==> config.mk <==
export PLATFORM = sky130hd
export DESIGN_NAME = vae_buffer_sequencer
export DESIGN_NICKNAME = d
export VERILOG_FILES = /design/src/rtl/vae_buffer_sequencer.sv
export SDC_FILE = /design/constraint.sdc
export NUM_CORES = 1
export LEC_CHECK = 0
export ABC_AREA = 1
export CAP_MARGIN = 15
export CORE_UTILIZATION = 47
export CTS_CLUSTER_SIZE = 16
export DETAILED_ROUTE_END_ITERATION = 10
export GPL_TIMING_DRIVEN = 0
export PLACE_DENSITY_LB_ADDON = 0.15
export SETUP_SLACK_MARGIN = 0.2
export SLEW_MARGIN = 20
export SYNTH_ARGS = -nofsm -noshare
export SYNTH_HDL_FRONTEND = slang
export SYNTH_SLANG_ARGS = --single-unit
==> constraint.sdc <==
create_clock -name clk -period 1.6 [get_ports clk]
set_input_delay 0.32 -clock clk [delete_from_list [all_inputs] [get_ports clk]]
set_output_delay 0.32 -clock clk [all_outputs]
set_load 0.02 [all_outputs]
==> src/rtl/vae_buffer_sequencer.sv <==
// vae_buffer_sequencer: sequences one mu/var circular buffer through NUM_TILES tiles of mu/var phases; ports: clk, rst (sync active-low), start/mode_sel/stall/abort in, buf_read_en/buf_op_mode/buf_clr to the buffer, pe_valid/pe_mode/pe_elem/pe_last beat to the PE, tile_idx/busy/done status
module vae_buffer_sequencer #(
  parameter int PHASE_LEN = 8,
  parameter int NUM_TILES = 16,
  parameter int TILE_W = 4
) (
  input  logic clk,
  input  logic rst,
  input  logic start,
  input  logic [1:0] mode_sel,
  input  logic stall,
  input  logic abort,
  output logic buf_read_en,
  output logic buf_op_mode,
  output logic buf_clr,
  output logic pe_valid,
  output logic pe_mode,
  output logic [$clog2(PHASE_LEN)-1:0] pe_elem,
  output logic pe_last,
  output logic [TILE_W-1:0] tile_idx,
  output logic busy,
  output logic done
);
  localparam int EW = $clog2(PHASE_LEN);
  localparam logic [EW-1:0] ELEM_MAX = EW'(PHASE_LEN - 1);
  localparam logic [TILE_W-1:0] TILE_MAX = TILE_W'(NUM_TILES - 1);
  typedef enum logic [2:0] {IDLE, CLEAR, MU, VAR, DRAIN, DONE, FLUSH} state_t;
  state_t state, state_n, first_phase;
  logic [1:0] mode_q;
  logic [EW-1:0] elem;
  logic go, phase_end, last_phase, last_tile;
  assign go = start && (mode_sel != 2'b00);
  assign first_phase = mode_q[0] ? MU : VAR;
  assign phase_end = buf_read_en && (elem == ELEM_MAX);
  assign last_phase = (state == VAR) || !mode_q[1];
  assign last_tile = tile_idx == TILE_MAX;
  always_ff @(posedge clk) begin
    if (!rst) state <= IDLE;
    else state <= state_n;
  end
  always_comb begin
    state_n = state;
    if (state == IDLE) state_n = go ? CLEAR : IDLE;
    else if (state == FLUSH) state_n = IDLE;
    else if (abort) state_n = FLUSH;
    else if (state == CLEAR) state_n = first_phase;
    else if (state == DRAIN) state_n = DONE;
    else if (state == DONE) state_n = IDLE;
    else if (phase_end) state_n = (state == MU && mode_q[1]) ? VAR : last_tile ? DRAIN : first_phase;
  end
  always_comb begin
    buf_read_en = ((state == MU) || (state == VAR)) && !stall;
    buf_op_mode = state == VAR;
    buf_clr = (state == CLEAR) || (state == FLUSH);
    busy = state != IDLE;
    done = state == DONE;
  end
  // Beat stage mirrors the buffer's one-cycle registered read; abort kills the beat in flight.
  always_ff @(posedge clk) begin
    if (!rst) begin
      mode_q <= '0;
      elem <= '0;
      tile_idx <= '0;
      pe_valid <= 1'b0;
      pe_mode <= 1'b0;
      pe_elem <= '0;
      pe_last <= 1'b0;
    end else begin
      if (state == IDLE && go) begin
        mode_q <= mode_sel;
        tile_idx <= '0;
        elem <= '0;
      end else if (buf_read_en) begin
        elem <= phase_end ? '0 : elem + 1'b1;
        if (phase_end && last_phase && !last_tile) tile_idx <= tile_idx + 1'b1;
      end
      pe_valid <= buf_read_en && !abort;
      pe_mode <= buf_op_mode;
      pe_elem <= elem;
      pe_last <= buf_read_en && !abort && phase_end && last_phase && last_tile;
    end
  end
endmodule
After elaboration in Yosys (flattened, before gate mapping). Index checks and enable logic that the tools add are counted.

Register bits after elaboration: 18. Bits of input ports: 7.

Add/sub/neg operators: 2. Eq/ne operators: 8. Mux-type cells: 12. Bitwise gates (word level): 1. Reduce and logical (&&, ||, !) cells: 24.

Operators by type and width (number): two-way mux 3 bit (10); equality test 3 bit, second input constant (4); logical AND 1 bit (11); nonzero test 7 bit (1); equality test 3 x 2 -> 1 bit, second input constant (2); adder 4 x 1 -> 4 bit, second input constant (1); equality test 4 bit, second input constant (1); zero test 1 bit (4); adder 3 x 1 -> 3 bit, second input constant (1); equality test 3 x 1 -> 1 bit, second input constant (1); zero test 3 bit (1); logical OR 1 bit (3); nonzero test 3 bit (1); two-way mux 1 bit (2); AND reduction 2 bit (1); nonzero test 2 bit (1); OR reduction 2 bit (1); NOT 1 bit (1).

Logic depth before layout (Yosys ltp).
Depth after elaboration: 11. Mapped depth: 8. Gate-level depth less buffers: 8.

Least setup slack after synthesis. OpenSTA, ideal clock, no wires.

Path type: register -> register. Start point: register tile_idx[0]. End point: register state[0]. Setup time: 0.119 ns. Arrival: 1.205 ns. Required time: 1.481 ns. Slack: 0.276 ns. Cell stages (with the launch flop): 9. Path buffers: 0. Cell sequence: dfxtp_1 ha_1 nand3_1 inv_1 nand3_1 nand3_1 nand2_1 nand2_1 a21oi_1.

Longest elaborated chain between the ends: 10.

Ends and longest elaborated chain: from (decl) (RTL line 20) `output logic [TILE_W-1:0] tile_idx,`; from (signal assigned) (RTL line 75) `if (phase_end && last_phase && !last_tile) tile_idx <= tile_idx + 1'b1;`; equality test 4 bit (RTL line 36) `assign last_tile = tile_idx == TILE_MAX;`; two-way mux 3 bit (3 in series) (RTL line 49) `else if (phase_end) state_n = (state == MU && mode_q[1]) ? VAR : last_tile ? DRAIN : first_phase;`; two-way mux 3 bit (RTL line 48) `else if (state == DONE) state_n = IDLE;`; two-way mux 3 bit (RTL line 47) `else if (state == DRAIN) state_n = DONE;`; two-way mux 3 bit (RTL line 46) `else if (state == CLEAR) state_n = first_phase;`; two-way mux 3 bit (RTL line 45) `else if (abort) state_n = FLUSH;`; two-way mux 3 bit (RTL line 44) `else if (state == FLUSH) state_n = IDLE;`; two-way mux 3 bit (RTL line 43) `if (state == IDLE) state_n = go ? CLEAR : IDLE;`; to (signal assigned) (RTL line 39) `else state <= state_n;`; to (decl) (RTL line 28) `state_t state, state_n, first_phase;`.

No other way between the ends. The select of a mux whose other input is x is not followed. A chain may end at the register's enable or synchronous reset.

Final worst setup path.
Start point: register state[0]. End point: output port buf_clr.

Longest elaborated chain between the ends: 2. Elaborated cells on any way between the ends: 3. Classes of those cells: eq/ne: 2; reduce/logical: 1.

Ends and longest elaborated chain: equality test 3 x 1 -> 1 bit / equality test 3 bit (equally long branches) (RTL line 54) `buf_clr = (state == CLEAR) || (state == FLUSH);`; logical OR 1 bit (*) (RTL line 54); to (decl) (RTL line 15) `output logic buf_clr,`.

Mark *: on every way between the ends. The rest lies on a longest branch, timed or not.

==> qor.txt <==
Post-Syn Nets - 129
grt peak-use layer - met2
n_diodes - 0
outcome - completed
Max-slew headroom - 82.03%
Netlist cell types - 23
VDD IR-drop max - 0.0009910 V
WHS Path Cells - 2
CP max FO - 8
commonest non-fill, non-tap cell in the layout - nand2_1
first-pass GRT wire length - 2967 µm
Data arrival, critical path - 1170 ps
Power, Total - 1.702 mW
Overall Global Routing Usage - 20.30%
clk_lat worst skew - 290 ps
Max stage delay on crit path - 330 ps
largest family of logic cells by synthesized area - simple AND/OR/NAND/NOR gates
cells along the critical path - buf_6, nor2_4, nand2_2, nand2_2, buf_6
Core ar. - 1727 µm²
H-tree depth - 1
die area - 2007 µm²
Syn Inst Count - 119
DRC viols - 0
# clock sinks - 18
final critical-path share of the clock period - 93.05%
Hold Buf Count CTS - 0
RR Endpoint - tile_idx[2]$_SDFFE_PP0P_
via count - 858
hpwl dp - 1302 µm
count of final setup violators - 0
Synthesis Warnings - 0
Clock Skew - 7.605 ps
slowest stage cell, crit path - dfxtp_2
flops & latches, synth - 18
RSZ-0062 raised after global routing - true
final non-filler cell area - 1266 µm²
initial antenna violation count - 0
Initial Util - 49.86%
Min-Delay Path Class - reg2reg
Final Slew Violations - 0
Synth area leader - dfxtp_1
total CTS buffers - 3
hold_sp - elem[1]$_SDFFE_PP0P_
total gr overflow - 0
fmax - 671.7 MHz
max-cap violations - 0
mean cell area of the mapped netlist - 7.234 µm²
met3 Use GR - 4.400%
GP Congestion - 0.7677
Hold Path End - pe_elem[1]$_SDFF_PN0_
drt total wl - 1975 µm
post-synthesis adder-cell area fraction - 4.360%
antenna-violating nets left - 0
ranking of synthesized cells by area - dfxtp_1 42%, nand2_1 14%, nand3_1 6.4%, inv_1 6.1%, a21oi_1 5.8%
TritonRoute pass-1 iters - 7
Worst-Margin Slew - 267.0 ps
Max Root-Sink Buffers - 2
I/O pins - 22
DR WL/cell - 11.22 µm
Port-buffer cells - 21
Static Leakage - 0.6068 nW
Synth Area in XOR/XNOR - 3.052%
Synth top area share - 41.86%
register clock-pin slew on the reported worst setup and hold paths - 110 ps
PD cells - 1344 nW/µm²
Cell Area, Synth - 860.8 µm²
met2 GRT Util - 32.65%
post-synthesis compound-gate area fraction - 9.884%
Setup CP Type - reg2out
CTS tree - done
post-synthesis simple-gate area fraction - 32.41%
Hold Fails Final Rpt - 0
Die X - 44.80 µm
most frequent cells in the layout - 27 x nand2_1, 13 x inv_1, 11 x dfxtp_1, 9 x nand3_1
vias in the first global route - 736
minimum clock period - 1489 ps
largest net degree at the start of global routing - 11
Placed Area - 1102 µm²
Crit path required time - 1280 ps
reg2reg setup slack - 200 ps
fillers - 135
root buffer cell - clkbuf_4
mux cell area share after synthesis - 0%
Setup crit end kind - output port
initial drt markers - 24
die height - 44.80 µm
layout cells sized above 1 - 31.13%
reg2reg start - state[1]$_SDFFE_PN0P_
met1 usage - 25.37%
detail-routed via count per cell - 4.875
# rows - 15
Critical Path Source Type - flip-flop
post-synthesis sequential area ratio - 41.86%
Final #Nets - 162
P&R area growth vs syn - 47.09%
cells on worst reg2reg path - 9
metal layers:
layer / up-vias / part of all wire (%)
li1: 442 / -
met1: 393 / 47
met2: 19 / 48
met3: 4 / 3.6
met4: 0 / 1.5
met5: - / 0
through the flow:
| step | util [%] | std cells | worst slack, ps | hold slack [ps] | setup TNS (ps) |
|---|---|---|---|---|---|
| floorplan | - | 119 | 276.0 | 395.5 | 0 |
| global placement | 63.84 | 165 | -356.2 | 435.3 | -479.6 |
| detailed placement | 63.84 | 165 | -353.8 | 443.8 | -532.8 |
| CTS | 68.19 | 172 | 18.93 | 461.6 | 0 |
| global route | 73.33 | 176 | 66.49 | 473.0 | 0 |
| finish | 73.33 | 176 | 111.1 | 452.8 | 0 |
cells in the mapped netlist (all sizes together):
master / instances
nand2: 33
dfxtp: 18
inv: 16
nand3: 12
a21oi: 10
nor2: 10
o21ai: 5
ha: 3
nor3: 3
clkinv: 2
xor2: 2
and2: 1
buf: 1
nor4: 1
o22ai: 1
xnor2: 1
sequential cells by signal, indices dropped and copies added (netlist names):
| signal | flops |
|---|---|
| state | 3 |
| pe_valid | 1 |
| pe_elem | 3 |
| pe_mode | 1 |
| tile_idx | 4 |
| mode_q | 2 |
| elem | 3 |
| pe_last | 1 |
how the worst max path moves through the flow:
stage                        startpoint               endpoint  depth (start not counted)
2_1_floorplan  tile_idx[0]$_SDFFE_PP0P_  state[0]$_SDFFE_PN0P_                          8
3_3_place_gp                      stall            buf_read_en                          5
3_5_place_dp                      stall            buf_read_en                          5
4_1_cts           state[2]$_SDFFE_PN0P_                buf_clr                          5
5_1_grt           state[0]$_SDFFE_PN0P_                buf_clr                          5
6_report          state[0]$_SDFFE_PN0P_                buf_clr                          5
cell families after synthesis:
logic type                 Yosys count
AOI/OAI and AO/OA                   16
adders and majority gates            3
xor gates and xnor gates             3
and+or+nand+nor                     60
DFF                                 18
buffers and inverters               19
power by group:
group          switching, mW  total, mW  internal (mW)
clock                  0.141      0.279          0.138
combinational          0.456      0.825          0.370
sequential            0.0762      0.598          0.521
total                  0.673       1.70           1.03
final cells by class:
type | count | area (µm²) | area share (%)
multi-input cells | 82 | 480.5 | 37.94
flip-flops and latches | 18 | 376.6 | 29.74
repair buffers | 28 | 250.2 | 19.76
inverters | 18 | 80.08 | 6.324
clock buffers | 4 | 36.28 | 2.866
well taps | 25 | 31.28 | 2.470
plain buffers | 1 | 11.26 | 0.8893
critical path: cells and delay by family, from the launching register on:
| kind | cells | cell delay, ps |
|---|---|---|
| flip-flops | 1 | 330 |
| AND/OR/NAND/NOR | 3 | 300 |
| buffers and inverters | 2 | 250 |
repair_timing:
action / in CTS / in global routing
resized for setup: 49 / 26
pin swaps: 2 / 5
setup buffers: 3 / 4
setup endpoints to repair: 23 / 19
(Power assumes the default switching activity.)
